[src/rtl/hv_scan_reg_bist_rsp.sv]
// -----------------------------------------------------------------------------
// hv_scan_reg_bist_rsp
//
// Responder side of the HV scan-register BIST handshake. Each BIST request
// reads the next scan register and its stored complement copy and checks that
// they are exact bitwise complements. It answers with a one-cycle acknowledge
// carrying a pass/fail flag. A saturating failure count and the address of the
// first failing register are kept for debug readout.
//
// Handshake: i_bist_scan_reg_req is a level. It is accepted in IDLE and answered
// by exactly one o_scan_reg_bist_ack pulse. After that the responder waits for
// req to be seen low before it accepts another request. o_scan_reg_bist_err is
// meaningful only while ack is high and is 0 otherwise.
//
// Ports:
//   i_clk, i_rst_n          clock, asynchronous active-low reset
//   i_bist_en               BIST window; low clears all run state
//   i_bist_scan_reg_req     request level from the BIST initiator
//   o_scan_reg_bist_ack     one-cycle acknowledge
//   o_scan_reg_bist_err     result of the acked request (1 = fail)
//   o_scan_reg_rd_en        one-cycle read strobe to the scan register file
//   o_scan_reg_rd_addr      read address, held after the strobe
//   i_scan_reg_rd_data      register value, valid the cycle after rd_en
//   i_scan_reg_rd_chk       stored complement copy, valid with rd_data
//   o_err_cnt               saturating failure count for the current run
//   o_fail_addr             address of the first failure in the current run
//   o_fail_vld              o_fail_addr holds a captured failure
// -----------------------------------------------------------------------------
module hv_scan_reg_bist_rsp #(
    parameter int SCAN_REG_NUM = 8,
    parameter int REG_DW       = 8,
    parameter int ADDR_W       = $clog2(SCAN_REG_NUM + 1),
    parameter int ERR_CNT_W    = 4
) (
    input  logic                 i_clk,
    input  logic                 i_rst_n,
    input  logic                 i_bist_en,
    input  logic                 i_bist_scan_reg_req,
    output logic                 o_scan_reg_bist_ack,
    output logic                 o_scan_reg_bist_err,
    output logic                 o_scan_reg_rd_en,
    output logic [ADDR_W-1:0]    o_scan_reg_rd_addr,
    input  logic [REG_DW-1:0]    i_scan_reg_rd_data,
    input  logic [REG_DW-1:0]    i_scan_reg_rd_chk,
    output logic [ERR_CNT_W-1:0] o_err_cnt,
    output logic [ADDR_W-1:0]    o_fail_addr,
    output logic                 o_fail_vld
);

    typedef enum logic [2:0] {
        ST_IDLE     = 3'd0,
        ST_RD       = 3'd1,
        ST_CHK      = 3'd2,
        ST_ACK      = 3'd3,
        ST_WAIT_LOW = 3'd4
    } state_t;

    localparam logic [ADDR_W-1:0]    LP_IDX_END = ADDR_W'(SCAN_REG_NUM);
    localparam logic [ERR_CNT_W-1:0] LP_CNT_MAX = {ERR_CNT_W{1'b1}};

    state_t                 r_state;
    logic [ADDR_W-1:0]      r_idx;
    logic                   r_mis;      // result carried from CHK (or out-of-range) to ACK
    logic                   r_oor;      // current request is the out-of-range one
    logic                   r_ack;
    logic                   r_err;
    logic                   r_rd_en;
    logic [ADDR_W-1:0]      r_rd_addr;
    logic [ERR_CNT_W-1:0]   r_err_cnt;
    logic [ADDR_W-1:0]      r_fail_addr;
    logic                   r_fail_vld;

    state_t                 w_nxt_state;
    logic [ADDR_W-1:0]      w_idx;
    logic                   w_mis;
    logic                   w_oor;
    logic                   w_ack;
    logic                   w_err;
    logic                   w_rd_en;
    logic [ERR_CNT_W-1:0]   w_err_cnt;
    logic [ADDR_W-1:0]      w_fail_addr;
    logic                   w_fail_vld;
    logic                   w_chk_mis;

    // A healthy register and its copy are exact complements: XOR is all ones.
    assign w_chk_mis = ((i_scan_reg_rd_data ^ i_scan_reg_rd_chk) != {REG_DW{1'b1}});

    always_comb begin
        w_nxt_state = r_state;
        w_idx       = r_idx;
        w_mis       = r_mis;
        w_oor       = r_oor;
        w_ack       = 1'b0;
        w_err       = 1'b0;
        w_rd_en     = 1'b0;
        w_err_cnt   = r_err_cnt;
        w_fail_addr = r_fail_addr;
        w_fail_vld  = r_fail_vld;

        if (!i_bist_en) begin
            // Leaving the BIST window drops any in-flight check without an ack.
            w_nxt_state = ST_IDLE;
            w_idx       = '0;
            w_mis       = 1'b0;
            w_oor       = 1'b0;
            w_err_cnt   = '0;
            w_fail_addr = '0;
            w_fail_vld  = 1'b0;
        end else begin
            unique case (r_state)
                ST_IDLE: begin
                    if (i_bist_scan_reg_req) begin
                        if (r_idx < LP_IDX_END) begin
                            w_nxt_state = ST_RD;
                            w_rd_en     = 1'b1;
                            w_oor       = 1'b0;
                        end else begin
                            // Run already walked every register: fail fast, no read.
                            w_nxt_state = ST_ACK;
                            w_mis       = 1'b1;
                            w_oor       = 1'b1;
                        end
                    end
                end
                ST_RD: begin
                    w_nxt_state = ST_CHK;
                end
                ST_CHK: begin
                    w_mis       = w_chk_mis;
                    w_nxt_state = ST_ACK;
                end
                ST_ACK: begin
                    w_ack = 1'b1;
                    w_err = r_mis;
                    if (!r_oor) begin
                        if (r_idx != LP_IDX_END) begin
                            w_idx = r_idx + ADDR_W'(1);
                        end
                        if (r_mis) begin
                            if (r_err_cnt != LP_CNT_MAX) begin
                                w_err_cnt = r_err_cnt + ERR_CNT_W'(1);
                            end
                            if (!r_fail_vld) begin
                                w_fail_addr = r_idx;
                                w_fail_vld  = 1'b1;
                            end
                        end
                    end
                    w_nxt_state = ST_WAIT_LOW;
                end
                ST_WAIT_LOW: begin
                    if (!i_bist_scan_reg_req) begin
                        w_nxt_state = ST_IDLE;
                    end
                end
                default: begin
                    w_nxt_state = ST_IDLE;
                end
            endcase
        end
    end

    always_ff @(posedge i_clk or negedge i_rst_n) begin
        if (!i_rst_n) begin
            r_state     <= ST_IDLE;
            r_idx       <= '0;
            r_mis       <= 1'b0;
            r_oor       <= 1'b0;
            r_ack       <= 1'b0;
            r_err       <= 1'b0;
            r_rd_en     <= 1'b0;
            r_rd_addr   <= '0;
            r_err_cnt   <= '0;
            r_fail_addr <= '0;
            r_fail_vld  <= 1'b0;
        end else begin
            r_state     <= w_nxt_state;
            r_idx       <= w_idx;
            r_mis       <= w_mis;
            r_oor       <= w_oor;
            r_ack       <= w_ack;
            r_err       <= w_err;
            r_rd_en     <= w_rd_en;
            r_err_cnt   <= w_err_cnt;
            r_fail_addr <= w_fail_addr;
            r_fail_vld  <= w_fail_vld;
            // Address is loaded with the strobe and held until the next read.
            if (w_rd_en) begin
                r_rd_addr <= r_idx;
            end
        end
    end

    assign o_scan_reg_bist_ack = r_ack;
    assign o_scan_reg_bist_err = r_err;
    assign o_scan_reg_rd_en    = r_rd_en;
    assign o_scan_reg_rd_addr  = r_rd_addr;
    assign o_err_cnt           = r_err_cnt;
    assign o_fail_addr         = r_fail_addr;
    assign o_fail_vld          = r_fail_vld;

endmodule
[config.mk]
export PLATFORM = sky130hd
export DESIGN_NAME = hv_scan_reg_bist_rsp
export DESIGN_NICKNAME = d
export VERILOG_FILES = /design/src/rtl/hv_scan_reg_bist_rsp.sv
export SDC_FILE = /design/constraint.sdc
export NUM_CORES = 1
export LEC_CHECK = 0
export BUFFER_PORTS_ARGS = -buffer_cell sky130_fd_sc_hd__buf_2
export CORE_MARGIN = 3
export CORE_UTILIZATION = 45
export CTS_BUF_LIST = sky130_fd_sc_hd__clkbuf_8
export DETAILED_ROUTE_END_ITERATION = 7
export GPL_ROUTABILITY_DRIVEN = 0
export PLACE_DENSITY = 0.71
export SLEW_MARGIN = 5
export SYNTH_ARGS = -nofsm -noshare
export SYNTH_HDL_FRONTEND = slang
export SYNTH_SLANG_ARGS = --single-unit
[constraint.sdc]
create_clock -name i_clk -period 1.7 [get_ports i_clk]
set_clock_uncertainty 0.05 [all_clocks]
set_input_delay 0.34 -clock i_clk [delete_from_list [all_inputs] [get_ports i_clk]]
set_output_delay 0.34 -clock i_clk [all_outputs]
set_load 0.005 [all_outputs]
======== After elaboration in Yosys (flattened, before gate mapping) ========
Cells that the tools add are included.
storage, ports and cells
  register bits after elaboration ......... 25
  input bits .............................. 20
  word-level logic and storage cells ...... 81
operators by class
  add/subtract/negate cells ............... 2
  $lt $le $gt $ge ......................... 1
  equality and inequality tests ........... 19
  mux-type cells .......................... 39
  bitwise logic cells ..................... 1
  reductions and logical operators ........ 8
operators by type and width
  cell                   count
  $mux W4                14
  $mux W1                19
  $pmux W3 S5            1
  $ne A2 B1 Y1 const B   6
  $mux W3                3
  $ne A3 B3 Y1 const B   3
  $reduce_and A3 Y1      3
  $add A4 B1 Y4 const B  2
  $ne A4 B4 Y1 const B   2
  $ne A8 B8 Y1 const B   1
  $reduce_and A4 Y1      2
  $xor A8 B8 Y8          1
  $eq A3 B2 Y1 const B   2
  $lt A4 B4 Y1 const B   1
  $ne A2 B2 Y1 const B   2
  $reduce_and A2 Y1      2
  $eq A3 B1 Y1 const B   1
  $eq A3 B3 Y1 const B   1
  $logic_not A3 Y1       1
  $ne A3 B1 Y1 const B   1
  $mux W2                1
  $pmux W1 S2            1

======== Depth between registers and ports, before layout ========
Gate-level depths: netlist (run 1).
  depth in word-level cells ............... 6
  gate-level depth with buffers ........... 6

======== Least setup slack after synthesis (run 1) ========
No wires, ideal clock.
  kind .................................... register to register
  from .................................... reg r_state[2]
  to ...................................... reg r_err_cnt[2] (netlist: o_err_cnt[2])
  library setup time ...................... 99 ps
  arrival time ............................ 1271 ps
  data required time ...................... 1551 ps
  setup slack ............................. 279 ps
  cell stages (with the launch flop) ...... 7
  path buffers ............................ 2
  period minus slack after synthesis ...... 1421 ps
  cells stage by stage .................... dfrtp_1 and4bb_1 buf_4 and2_4 buf_6 a21oi_2 a311oi_1
on the way
  cells in the longest elaborated chain, start to end .. 3
ends and longest elaborated chain
  element                      line  text
  from (decl)                  61    state_t r_state;
  from (signal assigned)       177   r_state <= w_nxt_state;
  $eq A3 B2 Y1                 110   unique case (r_state)
  $ne A2 B1 Y1 (no line)       --
  $reduce_and A4 Y1 (no line)  --
  to (signal assigned)         184   r_err_cnt <= w_err_cnt;
  to (decl)                    69    logic [ERR_CNT_W-1:0] r_err_cnt;
No other way between the ends.
A chain may end at the register's enable or synchronous reset.

======== Final worst setup path (run 1) ========
  from .................................... reg r_state[2]
  to ...................................... reg r_fail_addr[2] (netlist: o_fail_addr[2])
on the way
  cells in the longest elaborated chain, start to end .. 3
ends and longest elaborated chain
  element                      line  text
  $eq A3 B2 Y1                 110
  $ne A2 B1 Y1 (no line)       --
  $reduce_and A4 Y1 (no line)  --
  to (signal assigned)         185   r_fail_addr <= w_fail_addr;
  to (decl)                    70    logic [ADDR_W-1:0] r_fail_addr;
No other way between the ends.

==> reports/metrics.cfg, run 1 <==
[logic_synthesis]
yosys.area_share.simple_pct = 19.3
yosysMostFrequentCell = dfrtp_1
ys_types = 31
synth.area.top_cells = dfrtp_1 52%, xor2_1 5.1%, nor2_1 4.4%
netlist_area_um2 = 1210
synth-seq-cells = 25
synth_area_leader_cell = dfrtp_1
synth_cells = 112
synth_edf_count = 0
async_reset_ff_share_pct = 100
synth_top_family_by_area = simple AND/OR/NAND/NOR gates
postSynthAreaPerCell_um2 = 10.8
yosysTopAreaCellShare_pct = 51.9
synthAdderAreaFrac_pct = 3.11
yosysSeqAreaShare_pct = 51.9
synth_compound_area_share_pct = 6.64
synth-xor-area-share_pct = 8.71
muxShareOfSynthArea_pct = 6.95
synth_common_cells = 25 x dfrtp_1, 14 x nor2_1, 7 x xor2_1
synthFlopType = dfrtp_1
syn_nets = 135
synth_warnings = 0

[drt]
maxUsedRoutingLayer = met3
drc = 0
ant_nets = 0
wl_met1_um = 1030
vias = 934
drt_iter0_drc = 18
routed-wl-met2_um = 1150
wirelength_um = 2300
met3_length_um = 114
viasPerCell = 5.28
wire_per_inst_um = 13.0
firstDrtPassIters = 4

[sta]
tns_ns = 0
tightest_slew_ns = 0.529
setup_violations = 0
fmax_mhz = 642
drv_slew = 0
hold_viol_final = 15
period_minus_slack_ns = 1.56
max_slew_margin_pct = 64.7
period_share_pct = 91.6
rsz0062_at_grt = false
hold_ws_ns = -0.00682

[cells_and_area]
ff_latch_area_um2 = 626
multi_input_area_um2 = 539
nets = 171
finish.utilization_pct = 57.1
drive_gt1_share_pct = 30.6
fillers = 240
synthToLayoutAreaGrowth_pct = 19.5
n_antenna_cell = 0
final_area_um2 = 1440

[critical_path]
r2r_cells = 4
cp.required_ns = 1.79
cp-start-kind = register
crit_type = register to register
path_cells = and4bb_1 > nand3b_1 > mux2i_1 > nor2_1
max_stage_delay_ns = 0.44
crit_fanout = 7
cp_slowest_cell = dfrtp_1
arrival_ns = 1.65
end_kind = register

[floorplanning]
die-area_um2 = 3340
start_util_pct = 47.8
placementRows = 18
die_h_um = 57.8
die_x_um = 57.8
core_area_um2 = 2520
ios = 36

[clock_tree]
post_cts_resized = 0
hold_buffers = 0
cts_tree = done
clockRootBuffer = clkbuf_8
cts.sinks = 25
h-tree-depth = 1
clockBufferDepth = 2
post_cts_buffers = 0
clock_latency_ns = 0.26
cts_buffers = 3
cts.reportedPaths.clkPinSlew_ns = 0.09

[global_route]
grt_max_degree = 26
grt_pass1_vias = 910
grt.overflow.total = 0
antenna_found_initial = 0
grtUsageTotal_pct = 14.5
grt_pass1_wl_um = 3890

[placement]
dpl_cell_area_um2 = 1390
hpwl_um = 1800
portBuffers = 35

[pwr]
p_leak_uw = 0.000772
peakVddDrop_uv = 477
power_density_nw_per_um2 = 747

[run]
cap_violations = 0

[run_status]
violations = negative hold slack
status = finished, violations left

[hold_path]
hold_class = primary input to asynchronous set/reset pin

## report_power, final
| group | leakage, uW | switching [uW] | internal [uW] | total, uW |
|---|---|---|---|---|
| clock network | 0.0000217 | 184 | 166 | 349 |
| logic | 0.000405 | 55.2 | 48.3 | 103 |
| registers | 0.000346 | 16.8 | 607 | 624 |
## layer usage
metal,track usage [%],up-vias
met1,19.6,451
met5,0,-
li1,-,453
met3,2.90,0
met4,2.32,0
met2,24.7,30
## path summary, 6_finish.rpt
check	from	slack, ns	end
worst max-delay path	r_state[2]$_DFFE_PN0P_	0.14	o_fail_addr[2]$_DFFE_PN0P_
worst min register to register	o_scan_reg_rd_addr[3]$_DFFE_PN0P_	0.44	o_scan_reg_rd_addr[3]$_DFFE_PN0P_
worst max register to register	r_state[2]$_DFFE_PN0P_	0.14	o_fail_addr[2]$_DFFE_PN0P_
worst min-delay path	i_rst_n	-0.007	o_fail_addr[1]$_DFFE_PN0P_
min in group i_clk	i_bist_en	0.30	o_fail_vld$_DFFE_PN0P_
max in group asynchronous	i_rst_n	1.25	r_mis$_DFFE_PN0P_
## per-stage QoR
stage                     setup WS, ns  std cells  total power, uW  hold WS, ns
after CTS                        0.136        177             1090       0.0111
after global placement           0.213        173              737        0.302
after global routing           0.00155        177             1120       0.0261
after detailed placement         0.148        173              741        0.307
final                            0.143        177             1080     -0.00682
after floorplan                  0.279        112              687     -0.00559
## layout by cell type (no fill, tap or decap)
| cell type | n |
|---|---|
| clkinvlp_4 | 1 |
| nor4b_1 | 1 |
| and2_1 | 2 |
| buf_2 | 35 |
| dfrtp_1 | 25 |
| nor2_1 | 14 |
| xnor2_1 | 5 |
| nor3_1 | 3 |
| nand3_1 | 6 |
| a21oi_1 | 4 |
| inv_1 | 4 |
| clkbuf_8 | 3 |
| nand2b_1 | 2 |
| and2_4 | 1 |
| xor2_1 | 7 |
| and3_1 | 1 |
| and4bb_1 | 1 |
| nand2_1 | 5 |
| nor4_1 | 1 |
| a31oi_1 | 2 |
| and3b_1 | 1 |
| o21a_1 | 1 |
| nand3b_1 | 2 |
| a311oi_1 | 2 |
| mux2_2 | 3 |
| nor2b_1 | 2 |
| mux2i_1 | 5 |
| a21oi_2 | 2 |
| ha_1 | 3 |
| o21ai_0 | 1 |
| nand4_1 | 2 |
## state kept, by name, summed over array words and instances (netlist names)
signal               flops
o_scan_reg_rd_addr       4
o_scan_reg_bist_err      1
r_state                  3
o_err_cnt                4
o_scan_reg_rd_en         1
o_scan_reg_bist_ack      1
r_oor                    1
o_fail_vld               1
r_mis                    1
r_idx                    4
o_fail_addr              4
## critical path, delay by kind of cell, from the launching register on
| kind | cells | cell delay [ns] |
|---|---|---|
| DFF | 1 | 0.44 |
| muxes | 1 | 0.22 |
| and+or+nand+nor | 3 | 0.72 |
## layout make-up
class                      instances  area share [%]
sequential                        25            43.4
multi-input combinational         79            37.4
timing repair buffer              35            12.2
clock buffer                       3            2.86
tap                               30            2.60
inverter                           4            1.04
clock inverter                     1           0.521
## logic make-up (layout without fill, tap and decap cells)
logic type      count (synthesis)  count (layout)
compound gates                 12              12
mux                             8               8
buf+inv                         8              43
flops                          25              25
xor+xnor                       12              12
simple gates                   44              44
fa+ha+maj                       3               3
No activity file was read; power rests on OpenSTA's default activity.
==> inputs of run 2 (changes only) <==
- CTS_BUF_LIST: sky130_fd_sc_hd__clkbuf_8 -> unset
- SKIP_CTS_REPAIR_TIMING: unset -> 1
- SLEW_MARGIN: 5 -> unset
==> reports/metrics.cfg, run 2 (synthesized netlist as in run 1, its figures left out) <==
[run_status]
status = finished, final reports clean  ; was finished, violations left

[sta]
fmax_mhz = 651  ; was 642 MHz
period_minus_slack_ns = 1.54  ; was 1.56 ns
tightest_slew_ns = 0.537  ; was 0.529 ns
hold_viol_final = 0  ; was 15
rsz0062_at_grt = false  ; unchanged
drv_slew = 0  ; unchanged
tns_ns = 0  ; unchanged
setup_violations = 0  ; unchanged
period_share_pct = 90.4  ; was 91.6%
max_slew_margin_pct = 64.2  ; was 64.7%

[clock_tree]
cts.reportedPaths.clkPinSlew_ns = 0.14  ; was 0.09 ns
cts_tree = done  ; unchanged
cts.sinks = 25  ; unchanged
cts_buffers = 3  ; unchanged
clock_latency_ns = 0.32  ; was 0.26 ns
clockRootBuffer = clkbuf_4  ; was clkbuf_8
h-tree-depth = 1  ; unchanged
clockBufferDepth = 2  ; unchanged

[global_route]
grt_pass1_wl_um = 3930  ; was 3890 um
grt_max_degree = 26  ; unchanged
grt.overflow.total = 0  ; unchanged
grt_pass1_vias = 917  ; was 910
antenna_found_initial = 0  ; unchanged
grtUsageTotal_pct = 15.0  ; was 14.5%

[drt]
wirelength_um = 2310  ; was 2300 um
firstDrtPassIters = 4  ; unchanged
viasPerCell = 5.29  ; was 5.28
ant_nets = 0  ; unchanged
vias = 942  ; was 934
wire_per_inst_um = 13.0  ; about the same
drt_iter0_drc = 16  ; was 18
drc = 0  ; unchanged

[critical_path]
max_stage_delay_ns = 0.46  ; was 0.44 ns
end_kind = register  ; unchanged
arrival_ns = 1.70  ; was 1.65 ns
cp_slowest_cell = dfrtp_1  ; unchanged
cp-start-kind = register  ; unchanged
crit_type = register to register  ; unchanged
crit_fanout = 7  ; unchanged
cp.required_ns = 1.86  ; was 1.79 ns
path_cells = and4bb_2 > nand3b_1 > mux2i_1 > nor2_1  ; was and4bb_1 > nand3b_1 > mux2i_1 > nor2_1

[pwr]
power_density_nw_per_um2 = 696  ; was 747 nW/um2
peakVddDrop_uv = 492  ; was 477 uV
p_leak_uw = 0.000766  ; was 0.000772 uW
finalPower_uw = 998  ; was 1080 uW

[floorplanning]
die-area_um2 = 3340  ; unchanged
ios = 36  ; unchanged
start_util_pct = 47.8  ; unchanged
die_x_um = 57.8  ; unchanged
die_h_um = 57.8  ; unchanged
placementRows = 18  ; unchanged
core_area_um2 = 2520  ; unchanged

[hold_path]
hold_class = primary input to register  ; was primary input to asynchronous set/reset pin

[run]
cap_violations = 0  ; unchanged

[cells_and_area]
drive_gt1_share_pct = 31.1  ; was 30.6%
fin_cells = 178  ; was 177
finish.utilization_pct = 56.8  ; was 57.1%
nets = 172  ; was 171
final_cell_mix = 35 x buf_2, 25 x dfrtp_1, 14 x nor2_1  ; unchanged
synthToLayoutAreaGrowth_pct = 18.8  ; was 19.5%
n_antenna_cell = 0  ; unchanged
fillers = 236  ; was 240
layout_commonest_cell = buf_2  ; unchanged

[placement]
dp_cells = 173  ; unchanged
hpwl_um = 1800  ; unchanged
portBuffers = 35  ; unchanged

-- run 2: cell count changes in the layout (fill, tap and decap cells not counted), sizes merged --
| cell | change |
|---|---|
| dlygate4sd3 | +1 |
-- run 2: final timing paths --
kind	depth (start not counted)	slack, ns	to	start
max in group asynchronous	2	0.78	o_scan_reg_bist_err$_DFF_PN0_	i_rst_n
min in group asynchronous	2	0.46	o_fail_addr[2]$_DFFE_PN0P_	i_rst_n
worst max register to register	4	0.16	o_fail_addr[2]$_DFFE_PN0P_	r_state[2]$_DFFE_PN0P_
worst min-delay path	2	0.23	o_fail_vld$_DFFE_PN0P_	i_bist_en
worst max-delay path	4	0.16	o_fail_addr[2]$_DFFE_PN0P_	r_state[2]$_DFFE_PN0P_
worst min register to register	1	0.45	o_scan_reg_rd_addr[3]$_DFFE_PN0P_	o_scan_reg_rd_addr[3]$_DFFE_PN0P_
-- run 2: metal layers --
layer | vias up | wire length [um] | track usage (%) | part of all wire (%)
li1 | 456 | - | - | -
met1 | 453 | 974 | 19.3 | 42
met2 | 29 | 1170 | 24.8 | 51
met3 | 4 | 139 | 2.90 | 6.0
met4 | 0 | 28 | 6.29 | 1.2
met5 | - | 0 | 0 | 0
-- run 2: through the flow --
stage                     instance area [um2]  worst slack (ns)  hold WS [ns]
after floorplan                          1210             0.279      -0.00559
after global placement                   1390             0.213         0.302
after detailed placement                 1390             0.148         0.307
after CTS                                1420             0.132       -0.0712
after global routing                     1430            0.0503         0.213
final                                    1430             0.163         0.232
-- run 2: area by class of cell --
| cell class | count | area [um2] | share of cell area (%) |
|---|---|---|---|
| Clock buffer | 3 | 22.5 | 1.57 |
| Clock inverter | 1 | 7.51 | 0.524 |
| Timing Repair Buffer | 36 | 185 | 12.9 |
| Sequential cell | 25 | 626 | 43.7 |
| Tap cell | 30 | 37.5 | 2.62 |
| Multi-Input combinational cell | 79 | 539 | 37.6 |
| Inverter | 4 | 15.0 | 1.05 |
-- run 2: power breakdown --
part / leakage [uW] / switching [uW] / total (uW) / internal [uW]
Sequential: 0.000346 / 16.4 / 624 / 608
Clock: 0.0000139 / 178 / 268 / 89.9
Combinational: 0.000406 / 55.5 / 105 / 50.0
-- run 2: worst max-delay path, delay by kind of cell, from the launching register on --
family	cells	cell delay, ns
DFF	1	0.46
muxes	1	0.22
and+or+nand+nor	3	0.70
==> inputs of run 3 (changes only) <==
- CORE_MARGIN: 3 -> 5
==> reports/metrics.cfg, run 3 (synthesized netlist as in run 1, its figures left out) <==
[critical_path]
arrival_ns = 1.71  ; was 1.70 ns
crit_type = register to register  ; unchanged
reg2reg_to = o_fail_addr[0]$_DFFE_PN0P_  ; was o_fail_addr[2]$_DFFE_PN0P_
r2r_start = r_state[2]$_DFFE_PN0P_  ; unchanged
end_kind = register  ; unchanged
r2r_slack_ns = 0.16  ; about the same
startpoint = r_state[2]$_DFFE_PN0P_  ; unchanged
r2r_cells = 4  ; unchanged
crit_fanout = 7  ; unchanged
cp-start-kind = register  ; unchanged
cp.required_ns = 1.87  ; was 1.86 ns

[clock_tree]
clockRootBuffer = clkbuf_4  ; unchanged
clock_latency_ns = 0.33  ; was 0.32 ns
cts.sinks = 25  ; unchanged
clockBufferDepth = 2  ; unchanged
cts_buffers = 3  ; unchanged
cts.reportedPaths.clkPinSlew_ns = 0.15  ; was 0.14 ns
h-tree-depth = 1  ; unchanged
cts_tree = done  ; unchanged

[sta]
fmax_mhz = 648  ; was 651 MHz
tns_ns = 0  ; unchanged
hold_viol_final = 0  ; unchanged
period_share_pct = 90.8  ; was 90.4%
period_minus_slack_ns = 1.54  ; about the same
setup_violations = 0  ; unchanged
max_slew_margin_pct = 63.9  ; was 64.2%
tightest_slew_ns = 0.542  ; was 0.537 ns
drv_slew = 0  ; unchanged
fin_ws_ns = 0.157  ; was 0.163 ns
rsz0062_at_grt = false  ; unchanged

[drt]
viasPerCell = 5.36  ; was 5.29
wirelength_um = 2510  ; was 2310 um
wire_per_inst_um = 14.1  ; was 13.0 um
drt_iter0_drc = 24  ; was 16
drc = 0  ; unchanged
firstDrtPassIters = 4  ; unchanged
vias = 954  ; was 942
ant_nets = 0  ; unchanged

[hold_path]
min_from = i_bist_en  ; unchanged
hold_depth = 2  ; unchanged
whs_endpoint = o_fail_vld$_DFFE_PN0P_  ; unchanged
hold_class = primary input to register  ; unchanged

[floorplanning]
ios = 36  ; unchanged
placementRows = 18  ; unchanged
die_h_um = 61.8  ; was 57.8 um
core_area_um2 = 2520  ; unchanged
start_util_pct = 47.8  ; unchanged
die-area_um2 = 3820  ; was 3340 um2
die_x_um = 61.8  ; was 57.8 um

[pwr]
peakVddDrop_uv = 370  ; was 492 uV
p_leak_uw = 0.000771  ; was 0.000766 uW
power_density_nw_per_um2 = 710  ; was 696 nW/um2

[run_status]
status = finished, final reports clean  ; unchanged

[placement]
portBuffers = 35  ; unchanged
dp_cells = 173  ; unchanged
hpwl_um = 1980  ; was 1800 um
preCtsSetupSlack_ns = 0.133  ; was 0.148 ns

[cells_and_area]
fin_cells = 178  ; unchanged
n_antenna_cell = 0  ; unchanged
drive_gt1_share_pct = 31.1  ; unchanged
fillers = 230  ; was 236
final_cell_mix = 35 x buf_2, 25 x dfrtp_1, 14 x nor2_1  ; unchanged
layout_commonest_cell = buf_2  ; unchanged
synthToLayoutAreaGrowth_pct = 18.9  ; was 18.8%
nets = 172  ; unchanged

[global_route]
grt_max_degree = 26  ; unchanged
grt_pass1_wl_um = 4170  ; was 3930 um
grt_pass1_vias = 983  ; was 917
grtUsageTotal_pct = 14.6  ; was 15.0%
antenna_found_initial = 0  ; unchanged
grt.overflow.total = 0  ; unchanged

[run]
cap_violations = 0  ; unchanged

==> run 3: how the worst max path moves through the flow <==
stage | depth (start not counted) | endpoint
finish | 4 | o_fail_addr[0]$_DFFE_PN0P_
global route | 4 | o_err_cnt[3]$_DFFE_PN0P_
CTS | 4 | o_fail_addr[0]$_DFFE_PN0P_
detailed placement | 4 | o_fail_addr[3]$_DFFE_PN0P_
global placement | 4 | o_fail_addr[3]$_DFFE_PN0P_
floorplan | 6 | o_err_cnt[2]$_DFFE_PN0P_
==> run 3: area by class of cell <==
class / count / area [um2] / share of cell area [%]
inverter: 4 / 15.0 / 1.05
timing repair buffer: 36 / 185 / 12.9
clock buffer: 3 / 22.5 / 1.57
clock inverter: 1 / 8.76 / 0.611
sequential: 25 / 626 / 43.6
multi-input combinational: 79 / 539 / 37.6
tap: 30 / 37.5 / 2.62
==> run 3: routing by layer <==
layer	track usage, %	routed length [um]	up-vias
met5	0	0	-
met4	5.45	29	0
met3	3.10	158	4
met2	26.2	1220	40
met1	17.0	1100	453
li1	-	-	457
==> run 3: stage by stage <==
| step | instance area (um2) | total power [uW] | util (%) | hold WS, ns |
|---|---|---|---|---|
| 2_1_floorplan | 1210 | 687 | - | -0.00559 |
| 3_3_place_gp | 1390 | 737 | 55.2 | 0.302 |
| 3_5_place_dp | 1390 | 743 | 55.2 | 0.307 |
| 4_1_cts | 1420 | 1030 | 56.4 | -0.0724 |
| 5_1_grt | 1430 | 1060 | 56.8 | 0.197 |
| 6_report | 1430 | 1020 | 56.8 | 0.212 |
==> run 3: power by group <==
part	internal, uW	switching [uW]
Clock	95.8	189
Combinational	50.0	58.5
Sequential	608	16.9
==> run 3: critical path, cell delays in order, from the launching register on <==
cell and delay, ns:
dfrtp_1 0.46, and4bb_2 0.41, nand3b_1 0.24, mux2i_1 0.22
nor2_1 0.05
